--- src/rtl/mem_arbiter_pkg.sv ---
// Shared types and defaults for the cache-to-RAM arbiter.
// Covers RAM handshake states, arbiter FSM states and the round-robin source tag.
package mem_arbiter_pkg;

    typedef enum logic [1:0] {
        FREE   = 2'd0,
        BUSY   = 2'd1,
        ACCESS = 2'd2,
        ERROR  = 2'd3
    } ramstate_t;

    typedef enum logic [1:0] {
        IDLE   = 2'd0,
        DGRANT = 2'd1,
        IGRANT = 2'd2
    } arb_state_t;

    // Which cache held the most recent grant; drives the round-robin tie-break.
    typedef enum logic {
        SRC_ICACHE = 1'b0,
        SRC_DCACHE = 1'b1
    } src_t;

    localparam int BURST_WORDS_DEF = 2;

endpackage

--- src/rtl/mem_arbiter_if.sv ---
// Bundle of icache, dcache and RAM-port signals seen by the arbiter.
// slave = arbiter side, master = the caches and RAM model driving it.
interface mem_arbiter_if;

    logic        iREN;
    logic [31:0] iaddr;
    logic        iwait;
    logic [31:0] iload;

    logic        dREN;
    logic        dWEN;
    logic [31:0] daddr;
    logic [31:0] dstore;
    logic        dwait;
    logic [31:0] dload;

    logic        ramREN;
    logic        ramWEN;
    logic [31:0] ramaddr;
    logic [31:0] ramstore;
    logic [31:0] ramload;
    logic [1:0]  ramstate;
    logic        ram_err;

    modport slave (
        input  iREN, iaddr,
        input  dREN, dWEN, daddr, dstore,
        input  ramload, ramstate,
        output iwait, iload,
        output dwait, dload,
        output ramREN, ramWEN, ramaddr, ramstore,
        output ram_err
    );

    modport master (
        output iREN, iaddr,
        output dREN, dWEN, daddr, dstore,
        output ramload, ramstate,
        input  iwait, iload,
        input  dwait, dload,
        input  ramREN, ramWEN, ramaddr, ramstore,
        input  ram_err
    );

endinterface

--- src/rtl/mem_arbiter.sv ---
// Arbitrates icache and dcache onto one single-ported RAM, holding a dcache
// grant for up to BURST_WORDS words so block transfers are never split.
module mem_arbiter
    import mem_arbiter_pkg::*;
#(
    parameter int BURST_WORDS = BURST_WORDS_DEF
) (
    input  logic          CLK,
    input  logic          RST,
    mem_arbiter_if.slave  bus
);

    localparam int CNT_W = $clog2(BURST_WORDS + 1);
    localparam logic [CNT_W-1:0] LAST_WORD = CNT_W'(BURST_WORDS - 1);

    arb_state_t       state,       state_n;
    logic [CNT_W-1:0] burst_cnt,   burst_cnt_n;
    src_t             last_served, last_served_n;
    logic             ram_err_q;

    logic d_req;
    logic ram_access;

    assign d_req      = bus.dREN | bus.dWEN;
    assign ram_access = (bus.ramstate == ACCESS);
    assign bus.ram_err = ram_err_q;

    // NOTE: state registers use non-blocking assignments so every flop samples
    // the pre-edge value of its inputs regardless of statement order.
    always_ff @(posedge CLK or posedge RST) begin
        if (RST) begin
            state       <= IDLE;
            burst_cnt   <= '0;
            last_served <= SRC_ICACHE;
            ram_err_q   <= 1'b0;
        end else begin
            state       <= state_n;
            burst_cnt   <= burst_cnt_n;
            last_served <= last_served_n;
            if (state != IDLE && bus.ramstate == ERROR)
                ram_err_q <= 1'b1;
        end
    end

    // NOTE: every output of this block gets a default first, so no path through
    // the case statement can leave a signal unassigned and infer a latch.
    always_comb begin
        state_n       = state;
        burst_cnt_n   = burst_cnt;
        last_served_n = last_served;
        bus.iwait     = 1'b1;
        bus.iload     = '0;
        bus.dwait     = 1'b1;
        bus.dload     = '0;
        bus.ramREN    = 1'b0;
        bus.ramWEN    = 1'b0;
        bus.ramaddr   = '0;
        bus.ramstore  = '0;

        unique case (state)
            IDLE: begin
                // On a tie the cache that was not served last wins.
                if (d_req && (!bus.iREN || last_served == SRC_ICACHE))
                    state_n = DGRANT;
                else if (bus.iREN)
                    state_n = IGRANT;
            end

            DGRANT: begin
                bus.ramWEN   = bus.dWEN;
                bus.ramREN   = bus.dREN & ~bus.dWEN;
                bus.ramaddr  = bus.daddr;
                bus.ramstore = bus.dstore;

                if (!d_req) begin
                    state_n       = IDLE;
                    burst_cnt_n   = '0;
                    last_served_n = SRC_DCACHE;
                end else if (ram_access) begin
                    bus.dwait = 1'b0;
                    bus.dload = bus.ramload;
                    if (burst_cnt == LAST_WORD) begin
                        state_n       = IDLE;
                        burst_cnt_n   = '0;
                        last_served_n = SRC_DCACHE;
                    end else begin
                        burst_cnt_n = burst_cnt + CNT_W'(1);
                    end
                end
            end

            IGRANT: begin
                bus.ramREN  = bus.iREN;
                bus.ramaddr = bus.iaddr;

                if (!bus.iREN) begin
                    state_n = IDLE;
                end else if (ram_access) begin
                    bus.iwait     = 1'b0;
                    bus.iload     = bus.ramload;
                    state_n       = IDLE;
                    last_served_n = SRC_ICACHE;
                end
            end

            default: state_n = IDLE;
        endcase
    end

endmodule

--- src/flat_wrapper.sv ---
// flat-port wrapper written by rule: the top's interface ports become plain ports
module mem_arbiter_flat import mem_arbiter_pkg::*;
#(
    parameter int BURST_WORDS = BURST_WORDS_DEF
)
  (CLK, RST, bus_iREN, bus_iaddr, bus_dREN, bus_dWEN, bus_daddr, bus_dstore, bus_ramload, bus_ramstate, bus_iwait, bus_iload, bus_dwait, bus_dload, bus_ramREN, bus_ramWEN, bus_ramaddr, bus_ramstore, bus_ram_err);
  mem_arbiter_if bus_i ();
  input  logic CLK;
  input  logic RST;
  input wire logic [$bits(bus_i.iREN)-1:0] bus_iREN;
  input wire logic [$bits(bus_i.iaddr)-1:0] bus_iaddr;
  input wire logic [$bits(bus_i.dREN)-1:0] bus_dREN;
  input wire logic [$bits(bus_i.dWEN)-1:0] bus_dWEN;
  input wire logic [$bits(bus_i.daddr)-1:0] bus_daddr;
  input wire logic [$bits(bus_i.dstore)-1:0] bus_dstore;
  input wire logic [$bits(bus_i.ramload)-1:0] bus_ramload;
  input wire logic [$bits(bus_i.ramstate)-1:0] bus_ramstate;
  output wire logic [$bits(bus_i.iwait)-1:0] bus_iwait;
  output wire logic [$bits(bus_i.iload)-1:0] bus_iload;
  output wire logic [$bits(bus_i.dwait)-1:0] bus_dwait;
  output wire logic [$bits(bus_i.dload)-1:0] bus_dload;
  output wire logic [$bits(bus_i.ramREN)-1:0] bus_ramREN;
  output wire logic [$bits(bus_i.ramWEN)-1:0] bus_ramWEN;
  output wire logic [$bits(bus_i.ramaddr)-1:0] bus_ramaddr;
  output wire logic [$bits(bus_i.ramstore)-1:0] bus_ramstore;
  output wire logic [$bits(bus_i.ram_err)-1:0] bus_ram_err;
  assign bus_i.iREN = bus_iREN;
  assign bus_i.iaddr = bus_iaddr;
  assign bus_i.dREN = bus_dREN;
  assign bus_i.dWEN = bus_dWEN;
  assign bus_i.daddr = bus_daddr;
  assign bus_i.dstore = bus_dstore;
  assign bus_i.ramload = bus_ramload;
  assign bus_i.ramstate = bus_ramstate;
  assign bus_iwait = bus_i.iwait;
  assign bus_iload = bus_i.iload;
  assign bus_dwait = bus_i.dwait;
  assign bus_dload = bus_i.dload;
  assign bus_ramREN = bus_i.ramREN;
  assign bus_ramWEN = bus_i.ramWEN;
  assign bus_ramaddr = bus_i.ramaddr;
  assign bus_ramstore = bus_i.ramstore;
  assign bus_ram_err = bus_i.ram_err;
  mem_arbiter #(.BURST_WORDS(BURST_WORDS)) u_core (.CLK(CLK), .RST(RST), .bus(bus_i));
endmodule
--- config.mk ---
export PLATFORM = sky130hd
export DESIGN_NAME = mem_arbiter_flat
export DESIGN_NICKNAME = d
export VERILOG_FILES = /design/src/rtl/mem_arbiter_pkg.sv /design/src/rtl/mem_arbiter_if.sv /design/src/rtl/mem_arbiter.sv /design/src/flat_wrapper.sv
export SDC_FILE = /design/constraint.sdc
export NUM_CORES = 1
export LEC_CHECK = 0
export ABC_AREA = 0
export CORE_AREA = 2 2 104 106
export CTS_BUF_LIST = sky130_fd_sc_hd__clkbuf_16
export CTS_CLUSTER_DIAMETER = 120
export DETAILED_ROUTE_END_ITERATION = 7
export DIE_AREA = 0 0 106 108
export GPL_TIMING_DRIVEN = 1
export PLACE_DENSITY_LB_ADDON = 0.05
export SLEW_MARGIN = 20
export SYNTH_ARGS = -nofsm -noshare
export SYNTH_HDL_FRONTEND = slang
export SYNTH_SLANG_ARGS = --single-unit
--- constraint.sdc ---
create_clock -name CLK -period 1.8 [get_ports CLK]
set_input_delay 0.18 -clock CLK [delete_from_list [all_inputs] [get_ports CLK]]
set_output_delay 0.18 -clock CLK [all_outputs]
set_load 0.05 [all_outputs]
# After elaboration in Yosys (flattened, before gate mapping)
# Cells that the tools add are included.
# classes
n_mux	31
reduce_logical	10
bitwise_logic	4
n_eq_ne	12
add_sub_neg	1
# op_table
cell	n
$mux 32	6
$pmux 32 s2	1
$mux 2	10
$mux 1	11
$eq 2x2->1 const B	3
$ne 3x2->1 const B	2
$ne 3x3->1 const B	2
$pmux 2 s3	1
$reduce_and 5->1	1
$eq 2x1->1 const B	2
$ne 2x2->1 const B	2
$pmux 1 s2	2
$reduce_and 4->1	1
$reduce_bool 2->1	2
$add 2x1->2 const B	1
$logic_and 1x1->1	2
$logic_not 2->1	1
$ne 2x1->1 const B	1
$not 1->1	2
$reduce_and 2->1	1
$and 1x1->1	1
$logic_not 1->1	1
$logic_or 1x1->1	1
$or 1x1->1	1
# word_totals
in_bits	135
regBits	6

# Longest topological paths before layout
# Gate-level depths: netlist of run 1.
# logic_depth
depth_word	5
depth_mapped	7
ltp_nobuf	6

# Least setup slack after synthesis of run 1
# Ideal clock, no wire load.
# synth_timing
kind	reg-to-output
start	reg u_core.state[0]
end	out bus_ramaddr[13]
arrival_time_ns	1.844
path_stages_with_launch	7
path_slack_ns	-0.224
path_buffers	2
path_cell_list	dfrtp_1 inv_1 ha_1 buf_2 clkbuf_1 a22oi_1 nor2b_1
# synth_between
elab_chain_len	2
word_cells_on_any_way	3
# synth_rtl
item	line_no	source
start, declared	mem_arbiter.sv:16	arb_state_t state, state_n;
start signal, assigned	mem_arbiter.sv:37	state <= state_n;
$eq 2x2->1 / $eq 2x1->1 (equally long branches)	mem_arbiter.sv:60	unique case (state)
$pmux 32 s2 *	mem_arbiter.sv:60	
end, declared	flat_wrapper.sv:24	output wire logic [$bits(bus_i.ramaddr)-1:0] bus_ramaddr;
# Mark *: on every way between the ends. The rest lies on a longest branch, timed or not.

# Final worst setup path of run 1
# layout_timing
start	reg u_core.state[0]
end	out bus_ramaddr[28]
# Same word-level chain as after synthesis.

==> results of run 1 <==
## stage by stage
step | hold slack, ns | setup WS (ns)
after floorplan | -0.0290 | 0.0173
final | 0.181 | -0.0884
after CTS | 0.191 | -0.106
after global placement | 0.418 | -0.0719
after global routing | 0.215 | -0.152
after detailed placement | 0.418 | -0.103
## per-layer routing
layer	vias up	global-route usage, %
met5	-	0
met2	157	33.5
li1	1285	-
met3	5	5.24
met1	1230	16.4
met4	0	2.54
## cell families (layout without fill, tap and decap cells)
| logic type | count (synthesis) | count (layout) | share of synthesized area (%) |
|---|---|---|---|
| AND/OR/NAND/NOR | 142 | 143 | 57.4 |
| AO/OA/AOI/OAI | 44 | 44 | 22.3 |
| buffers and inverters | 28 | 300 | 7.63 |
| flip-flops | 6 | 6 | 9.64 |
| adder cells (fa/ha/maj) | 3 | 3 | 2.41 |
| multiplexers | 1 | 1 | 0.643 |
## final cells by class
type	count	share of cell area (%)
clock buffer	3	1.16
inverter	7	0.444
multi-input combinational	191	27.6
sequential	6	2.31
tap	136	2.62
timing repair buffer	290	65.9
## power breakdown
group | switching, mW | internal (mW) | leakage, nW | total [mW]
Sequential | 0.0452 | 0.187 | 0.0704 | 0.232
Clock | 0.0753 | 0.285 | 0.0370 | 0.360
Combinational | 3.28 | 3.51 | 2.45 | 6.78
Total | 3.40 | 3.98 | 2.56 | 7.38
## worst min-delay path by stage
stage,from,end,depth (start not counted)
6_report,RST,u_core.last_served,2
2_1_floorplan,RST,u_core.burst_cnt[0],1
3_3_place_gp,RST,u_core.burst_cnt[0],2
4_1_cts,RST,u_core.last_served,2
3_5_place_dp,RST,u_core.last_served,2
5_1_grt,RST,u_core.burst_cnt[1],2
## flip-flops by register name, indices dropped and copies added (netlist names)
name and cells:
u_core.burst_cnt 2, u_core.last_served 1, u_core.state 2, u_core.bus.ram_err 1
## Yosys cell counts
cell type and instances:
nor3b_1 1, nand2_1 5, a21oi_1 2, buf_2 2
o22a_2 1, nor2_1 2, o21bai_1 1, a31oi_4 1
and2_1 98, inv_1 7, a21o_2 1, and3_2 1
buf_4 1, o21ai_2 1, dfrtp_1 6, ha_1 3
buf_1 1, a22oi_1 32, nor2b_1 33, nor3b_4 1
clkbuf_1 11, o21ai_0 3, mux2i_1 1, clkbuf_2 6
nor2b_4 1, a311oi_2 1, o32a_2 1
## timing repair
item | 4_1_cts | 5_1_grt
resized for setup | 89 | 30
pin swaps | 30 | 7
buffers inserted | 3 | 2
endpoints found under the setup margin | 89 | 102
hold buffers | 0 | 0
gates cloned | 6 | 0
==> flow_summary_export.csv, run 1 <==
group,metric,value,unit
status,outcome,"complete, but fails checks",
status,violations,"negative setup slack",
pwr,p_leak,2.56,nW
die,io_pins,268,
route,vias,2677,
route,wirelength,10.1,mm
sta,finalSetupViolations,75,
cts,clk_latency,0.23,ns
synthesis,syn_nets,362,
finish,layout_commonest_cell,"clkdlybuf4s50_1",
critical_path,r2r-start,"u_core.state[1]",
die,die_area,0.0114,sq mm
global_routing,overflow,0,
die,fp-row-count,37,
synthesis,syn_area,0.00156,sq mm
pwr,powerDensity,1140,mW/mm^2
critical_path,crit_fanout,8,
die,core,0.0102,sq mm
cts,clkTransAtPathRegs,0.03,ns
cts,cts_sinks,6,
cts,cts_root_buf,"clkbuf_16",
synthesis,ys_warn_count,0,
critical_path,r2r_cells,7,
global_routing,grt_first_pass_wirelength,14.7,mm
route,route.met3.wl,967,um
die,initial_core_util,15.2,%
route,wl_per_cell,15.9,um
cts,cts_tree,"built",
sta,finalCriticalPeriod,1.89,ns
finish,fin_nets,637,
sta,setup_slack,-0.0884,ns
critical_path,worstSetupPathType,"reg2out",
finish,area.sequential,150,sq um
route,dr_wl_met2,5.74,mm
finish,fin_area,0.00649,sq mm
sta,tightestPinTransition,0.305,ns
route,firstDrtPassIters,4,
finish,drive_gt1_share,55.9,%
place,dp.cells,619,
finish,insertedDiodeCount,0,
die,die_h,108,um
route,drc,0,
sta,grt_setup_unrepaired,"true",
cts,htree_levels,1,
synthesis,syn_inst,224,
critical_path,worstSetupEndpoint,"bus_ramaddr[28]",
critical_path,required,1.62,ns
sta,tns,-3.74,ns
critical_path,crit_arrival,1.71,ns
route,ant_nets,0,
global_routing,grt_max_degree,46,
place,portBuffers,267,
critical_path,crit_start,"u_core.state[0]",
critical_path,worstPathCellList,"inv_2, ha_4, bufbuf_16, a22oi_2, nor2b_4, buf_12",
synthesis,synth_seq_cells,6,
critical_path,cp.depth,6,
global_routing,grt_pass1_vias,2739,
run,maxCapViolations,0,
sta,hold_violations,0,
global_routing,antenna_found_initial,0,
critical_path,reg2reg_to,"u_core.state[0]",
critical_path,critical-path-top-delay-family,"buffers and inverters",
synthesis,ys_seq_area_share,9.64,%
place,gp_congestion,0.754,
critical_path,reg2reg_slack,0.16,ns
finish,fill_cells,830,
sta,maxSlewHeadroom,79.6,%
critical_path,start_kind,"flip-flop",
die,die_w,106,um
place,dp_hpwl,8.32,mm
finish,final_util,63.4,%
route,routed.top_layer,"met4",
route,via_per_inst,4.23,
critical_path,cp-end-kind,"output pin",
sta,maxSlewViolCount,0,
route,wl_met1,3.32,mm
finish,syn2layout_area_growth,317,%
synthesis,yosysTopAreaCellShare,39.4,%
pwr,ir_worst_vdd,0.732,mV
min_path,min_path_type,"in2async",
global_routing,grtUsageTotal,16.4,%
critical_path,crit_slowest_cell,"dfrtp_1",
critical_path,critical_path_buf_inv_count,3,
synthesis,synth_top_area_cell,"and2_1",
finish,most-common-layout-cells,"clkdlybuf4s50_1 (134), buf_12 (133), and2_1 (54)",
synthesis,netlist_top_cells_area,"and2_1 (39%), a22oi_1 (15%), nor2b_1 (13%)",
synthesis,synth.distinct_cells,27,
critical_path,slowest_delay,0.41,ns
pwr,power,7.38,mW
synthesis,postSynthAreaPerCell,6.95,sq um
finish,instances_no_fill,633,
cts,clockBufferDepth,2,
sta,worst_clock_skew,0.000618,ns
sta,fmax,0.530,GHz
sta,timing.final.crit_share,105,%
finish,multi_input_area,0.00179,sq mm
cts,cts_buffers,3,
route,drt-initial-drc-count,58,
place,dpl_cell_area,0.00586,sq mm
No activity file was read; power rests on OpenSTA's default activity.
==> run 2, diff against run 1 <==
- clock period: 1.8 -> 2.15 ns (I/O delays scaled with it)
==> run 2 against run 1 <==
- count of clock-buffer cells in the layout is the same
- worst setup slack improved by 0.19 ns
- sequential cell count unchanged
- sequential share of layout area grew 0.28 points
- the run now ends clean
- register-to-register slack improved by 0.44 ns
- largest power group unchanged
==> flow_summary_export.csv, run 2 (synthesis results as in run 1) <==
group,metric,value,unit
finish,reg_top3,"u_core.burst_cnt (2), u_core.state (2)",
global_routing,grtUsageTotal,14.9,%
finish,final_util,56.5,%
cts,cts_hold_buf,0,
route,drc,0,
cts,clkTransAtPathRegs,0.04,ns
pwr,p_leak,2.27,nW
pwr,intPower,2.55,mW
critical_path,start_kind,"flip-flop",
route,wl_per_cell,14.8,um
route,ant_nets,0,
critical_path,worstSetupPathType,"reg2out",
die,io_pins,268,
global_routing,busiest_layer,"met2",
global_routing,grtUsageMet2,29.8,%
sta,tns,0,ns
global_routing,overflow,0,
cts,cts_setup_buffers,0,
finish,drive_gt1_share,32.4,%
cts,postCtsResizedCells,0,
die,core,0.0102,sq mm
finish,fin_nets,619,
place,portBuffers,267,
critical_path,reg2reg_slack,0.60,ns
place,gp_congestion,0.744,
pwr,pwr-share-comb,90.2,%
critical_path,crit_top_cell,"buf_12",
sta,worst_clock_skew,0.00479,ns
route,firstDrtPassIters,4,
critical_path,required,1.93,ns
finish,most-common-layout-cells,"clkdlybuf4s50_1 (135), buf_12 (133), and2_1 (94)",
pwr,p_sw_share,49.5,%
min_path,min_path_type,"in2async",
global_routing,grtUsageMet1,14.7,%
critical_path,critical_path_buf_inv_count,3,
route,drt-initial-drc-count,48,
global_routing,grtUsageMet3,5.67,%
critical_path,slowest_delay,0.40,ns
sta,maxSlewViolCount,0,
sta,timing.final.crit_share,95.3,%
critical_path,cp-end-kind,"output pin",
critical_path,crit_fanout,32,
global_routing,grt_pass1_vias,2578,
pwr,p_switching,2.49,mW
pwr,p_clk_share,6.0,%
place,dp_hpwl,8.05,mm
critical_path,crit_slowest_cell,"dfrtp_1",
cts,cts_root_buf,"clkbuf_16",
cts,clockBufferDepth,2,
critical_path,r2r-start,"u_core.state[0]",
pwr,ir_worst_vdd,0.565,mV
route,wirelength,9.13,mm
cts,htree_levels,1,
die,die_w,106,um
route,via_per_inst,4.08,
die,die_area,0.0114,sq mm
sta,tightestPinTransition,0.527,ns
sta,fmax,0.488,GHz
cts,clk_latency,0.23,ns
cts,cts_sinks,6,
cts,cts_tree,"built",
global_routing,grt_first_pass_wirelength,13.5,mm
finish,layout_commonest_cell,"clkdlybuf4s50_1",
cts,cts_buffers,3,
die,fp-row-count,37,
critical_path,worstPathCellList,"inv_1, ha_2, o21ai_2, nor3b_4, buf_12, and2_1, buf_12",
die,die_h,108,um
sta,hold_violations,0,
global_routing,grt_max_degree,38,
sta,finalCriticalPeriod,2.05,ns
pwr,powerDensity,872,mW/mm^2
sta,finalSetupViolations,0,
route,vias,2508,
status,outcome,"finished, final reports clean",
sta,maxSlewHeadroom,64.8,%
critical_path,r2r_cells,6,
sta,grt_setup_unrepaired,"true",
critical_path,critical-path-top-delay-family,"buffers and inverters",
critical_path,reg2reg_to,"u_core.last_served",
critical_path,crit_arrival,1.83,ns
run,maxCapViolations,0,
finish,syn2layout_area_growth,271,%
pwr,pwr-share-seq,3.8,%
finish,insertedDiodeCount,0,
global_routing,antenna_found_initial,0,
die,initial_core_util,15.2,%
[run 2: per-layer routing]
layer	vias up	part of all wire, %	wire [um]
met4	0	0.59	54
met1	1102	33	3030
met3	4	11	1030
met5	-	0	0
li1	1246	-	-
met2	156	55	5010
[run 2: layout make-up]
| type | count | area (sq um) |
|---|---|---|
| fillers | 886 | 4450 |
| repair buffers | 273 | 4060 |
| multi-input cells | 190 | 1300 |
| well taps | 136 | 170 |
| flip-flops and latches | 6 | 150 |
| clock buffers | 3 | 75.1 |
| inverters | 7 | 26.3 |
[run 2: through the flow]
| stage | worst slack, ns | hold WS, ns | cells | total power, mW | area, sq um |
|---|---|---|---|---|---|
| after floorplan | 0.0907 | 0.00596 | 224 | 2.50 | 1560 |
| after global placement | 0.267 | 0.458 | 612 | 4.75 | 5690 |
| after detailed placement | 0.223 | 0.462 | 612 | 4.78 | 5690 |
| after CTS | 0.0379 | 0.224 | 615 | 5.10 | 5760 |
| after global routing | -0.00467 | 0.260 | 615 | 5.27 | 5780 |
| final | 0.100 | 0.213 | 615 | 5.04 | 5780 |
[run 2: worst max-delay path by stage]
stage / start / end / slack (ns) / cells after the start
after global routing: u_core.state[1] / bus_dload[6] / -0.005 / 7
final: u_core.state[1] / bus_dload[16] / 0.10 / 7
after floorplan: u_core.state[0] / bus_ramaddr[13] / 0.09 / 6
after detailed placement: bus_ramstate[0] / bus_iload[9] / 0.22 / 6
after global placement: bus_dWEN / bus_dload[16] / 0.27 / 6
after CTS: u_core.state[1] / bus_ramREN / 0.04 / 7
[run 2: worst reg2reg max path, delay by kind of cell, from the launching register on]
kind	cells	cell delay [ns]
buffers and inverters	3	0.33
AOI/OAI and AO/OA	1	0.19
and+or+nand+nor	1	0.25
DFF	1	0.38
adders and majority gates	1	0.27
[run 2: power groups by stage]
| stage | clock network (mW) | registers [mW] | logic, mW |
|---|---|---|---|
| finish | 0.301 | 0.192 | 4.55 |
| global route | 0.308 | 0.197 | 4.76 |
| CTS | 0.304 | 0.193 | 4.60 |
| detailed placement | 0 | 0.193 | 4.58 |
| global placement | 0 | 0.188 | 4.56 |
| floorplan | 0 | 0.182 | 2.32 |
==> run 3, diff against run 2 <==
- ABC_AREA: 0 -> 1
==> run 3 against run 2 <==
- first-iteration DRC count grew to 2.7 times the previous value
- sequential share of layout area is essentially flat
- largest cell class unchanged
- critical path depth grew 1
- via count grew 16%
- register-to-register slack gained 0.05 ns
- combinational power shrank 8.6%
- final area shrank 1.1%
- critical endpoint is now bus_iload[9]
- routed wire length grew 23%
- cell count grew 18%
- utilization shrank 0.60 points
- critical path type unchanged
- sequential cell count is the same
- global-route usage grew 4.0 points
==> flow_summary_export.csv, run 3 <==
group,metric,value,unit
status,outcome,"finished, final reports clean",
cts,postCtsResizedCells,0,
finish,fill_cells,927,
pwr,p_switching,2.47,mW
place,dp.cells,725,
global_routing,grt_first_pass_wirelength,16.7,mm
sta,finalSetupViolations,0,
place,dpl_cell_area,0.00564,sq mm
synthesis,yosysTopAreaCellShare,25.4,%
cts,cts_root_buf,"clkbuf_16",
finish,reg_top3,"u_core.burst_cnt (2), u_core.state (2)",
pwr,p_clk_share,6.4,%
global_routing,grtUsageTotal,18.9,%
global_routing,grt_max_degree,66,
pwr,ir_worst_vdd,0.489,mV
route,via_per_inst,4.00,
critical_path,crit_fanout,34,
synthesis,syn_area,0.00157,sq mm
global_routing,grt_pass1_vias,2960,
die,die_h,108,um
run,maxCapViolations,0,
pwr,intPower,2.16,mW
sta,fmax,0.496,GHz
route,ant_nets,0,
synthesis,ys_warn_count,0,
critical_path,cp-end-kind,"output pin",
cts,cts_hold_buf,0,
sta,tightestPinTransition,0.493,ns
synthesis,postSynthAreaPerCell,4.66,sq um
pwr,powerDensity,810,mW/mm^2
finish,fin_area,0.00572,sq mm
finish,most-common-layout-cells,"clkdlybuf4s50_1 (135), buf_12 (132), nand2_1 (106)",
sta,maxSlewHeadroom,67.0,%
synthesis,syn_inst,336,
route,drc,0,
synthesis,synth.distinct_cells,19,
route,firstDrtPassIters,5,
synthesis,ys_seq_area_share,9.59,%
synthesis,netlist_top_cells_area,"nand2_1 (25%), inv_1 (18%), nor2_1 (17%)",
sta,finalCriticalPeriod,2.01,ns
route,dr_wl_met2,5.84,mm
cts,clockBufferDepth,2,
global_routing,antenna_found_initial,0,
cts,clk_latency,0.23,ns
finish,instances_no_fill,728,
cts,htree_levels,1,
cts,clkTransAtPathRegs,0.03,ns
synthesis,synth_top_area_cell,"nand2_1",
critical_path,crit_start,"u_core.state[0]",
pwr,pwr-share-comb,90.0,%
die,io_pins,268,
finish,final_util,55.9,%
critical_path,required,1.93,ns
route,routed.top_layer,"met4",
min_path,min_path_type,"in2async",
finish,insertedDiodeCount,0,
die,fp-row-count,37,
cts,cts_buffers,3,
finish,layout_commonest_cell,"clkdlybuf4s50_1",
critical_path,worstSetupPathType,"reg2out",
synthesis,synth_seq_cells,6,
finish,fin_nets,732,
route,wl_per_cell,15.4,um
sta,hold_violations,0,
global_routing,overflow,0,
route,vias,2909,
critical_path,crit_arrival,1.80,ns
route,wirelength,11.2,mm
sta,worst_clock_skew,0.00140,ns
place,dp_hpwl,9.89,mm
sta,timing.final.crit_share,93.7,%
synthesis,synth_most_common_cell,"nand2_1",
die,initial_core_util,15.3,%
cts,cts_sinks,6,
synthesis,syn_nets,474,
finish,syn2layout_area_growth,265,%
place,portBuffers,267,
critical_path,start_kind,"flip-flop",
sta,tns,0,ns
sta,maxSlewViolCount,0,
synthesis,synth_edf_count,0,
cts,cts_tree,"built",
sta,grt_setup_unrepaired,"false",
sta,whs,0.203,ns
route,wl_met1,3.74,mm
die,die_w,106,um
pwr,pwr-share-seq,3.6,%
route,route.met3.wl,1.13,mm
critical_path,r2r-start,"u_core.state[0]",
synthesis,netlist_top_cells_count,"nand2_1 (106), inv_1 (77), nor2_1 (70)",
synthesis,synth_ff_type,"dfrtp_1",
route,drt-initial-drc-count,131,
die,core,0.0102,sq mm
place,gp_congestion,0.853,
cts,cts_setup_buffers,0,
die,die_area,0.0114,sq mm
finish,drive_gt1_share,25.3,%
pwr,p_sw_share,53.4,%
synthesis,async_flop_share,100,%
pwr,p_leak,2.66,nW
[run 3: cell types whose count changed after synthesis, moves of 6 or more]
cell / previous run / this run
clkbuf_2: 6 / 0
buf_2: 2 / 9
nor2_1: 2 / 70
nor2b_1: 33 / 0
a21oi_1: 2 / 39
a22oi_1: 32 / 0
nand2_1: 5 / 106
clkbuf_1: 11 / 1
and2_1: 98 / 0
buf_6: 0 / 6
inv_1: 7 / 77
[run 3: cells by family after synthesis]
family	synth area share, %
buffers and inverters	27.3
adders and majority gates	2.40
and+or+nand+nor	46.5
AOI/OAI and AO/OA	14.1
DFF	9.59
[run 3: final cells by class]
type | count | area (sq um) | area share, %
Sequential cell | 6 | 150 | 2.63
Tap cell | 136 | 170 | 2.98
Inverter | 78 | 293 | 5.12
Clock buffer | 3 | 75.1 | 1.31
Timing Repair Buffer | 273 | 4040 | 70.7
Multi-Input combinational cell | 232 | 990 | 17.3
[run 3: worst paths after layout]
| kind | slack, ns | end | cells after the start |
|---|---|---|---|
| min in group CLK | 0.46 | u_core.bus.ram_err | 1 |
| setup / recovery | 0.14 | bus_iload[9] | 8 |
| setup reg to reg | 0.65 | u_core.last_served | 8 |
| hold / removal | 0.20 | u_core.last_served | 2 |
| hold reg to reg | 0.46 | u_core.bus.ram_err | 1 |
| max in group asynchronous | 1.76 | u_core.burst_cnt[0] | 2 |
[run 3: stage by stage]
stage / total power [mW] / worst slack [ns]
after global placement: 4.32 / 0.322
final: 4.63 / 0.135
after detailed placement: 4.37 / 0.275
after CTS: 4.67 / 0.129
after floorplan: 2.25 / 0.111
after global routing: 4.85 / 0.0233
[run 3: critical path: stages (launching register included)]
cell	delay (ns)
dfrtp_1	0.39
inv_1	0.09
ha_1	0.19
nand2_1	0.11
inv_1	0.08
nand2_2	0.05
buf_4	0.23
nor2_1	0.24
buf_12	0.17
[run 3: power groups by stage]
stage | clock, mW | sequential [mW] | combinational [mW]
global route | 0.311 | 0.169 | 4.38
detailed placement | 0 | 0.166 | 4.20
floorplan | 0 | 0.163 | 2.08
global placement | 0 | 0.166 | 4.16
finish | 0.298 | 0.167 | 4.16
CTS | 0.299 | 0.166 | 4.20
[run 3: per-layer routing]
metal	vias up	track usage [%]
met2	168	36.7
met1	1245	18.1
met3	24	6.51
met4	0	7.61
li1	1472	-
met5	-	0
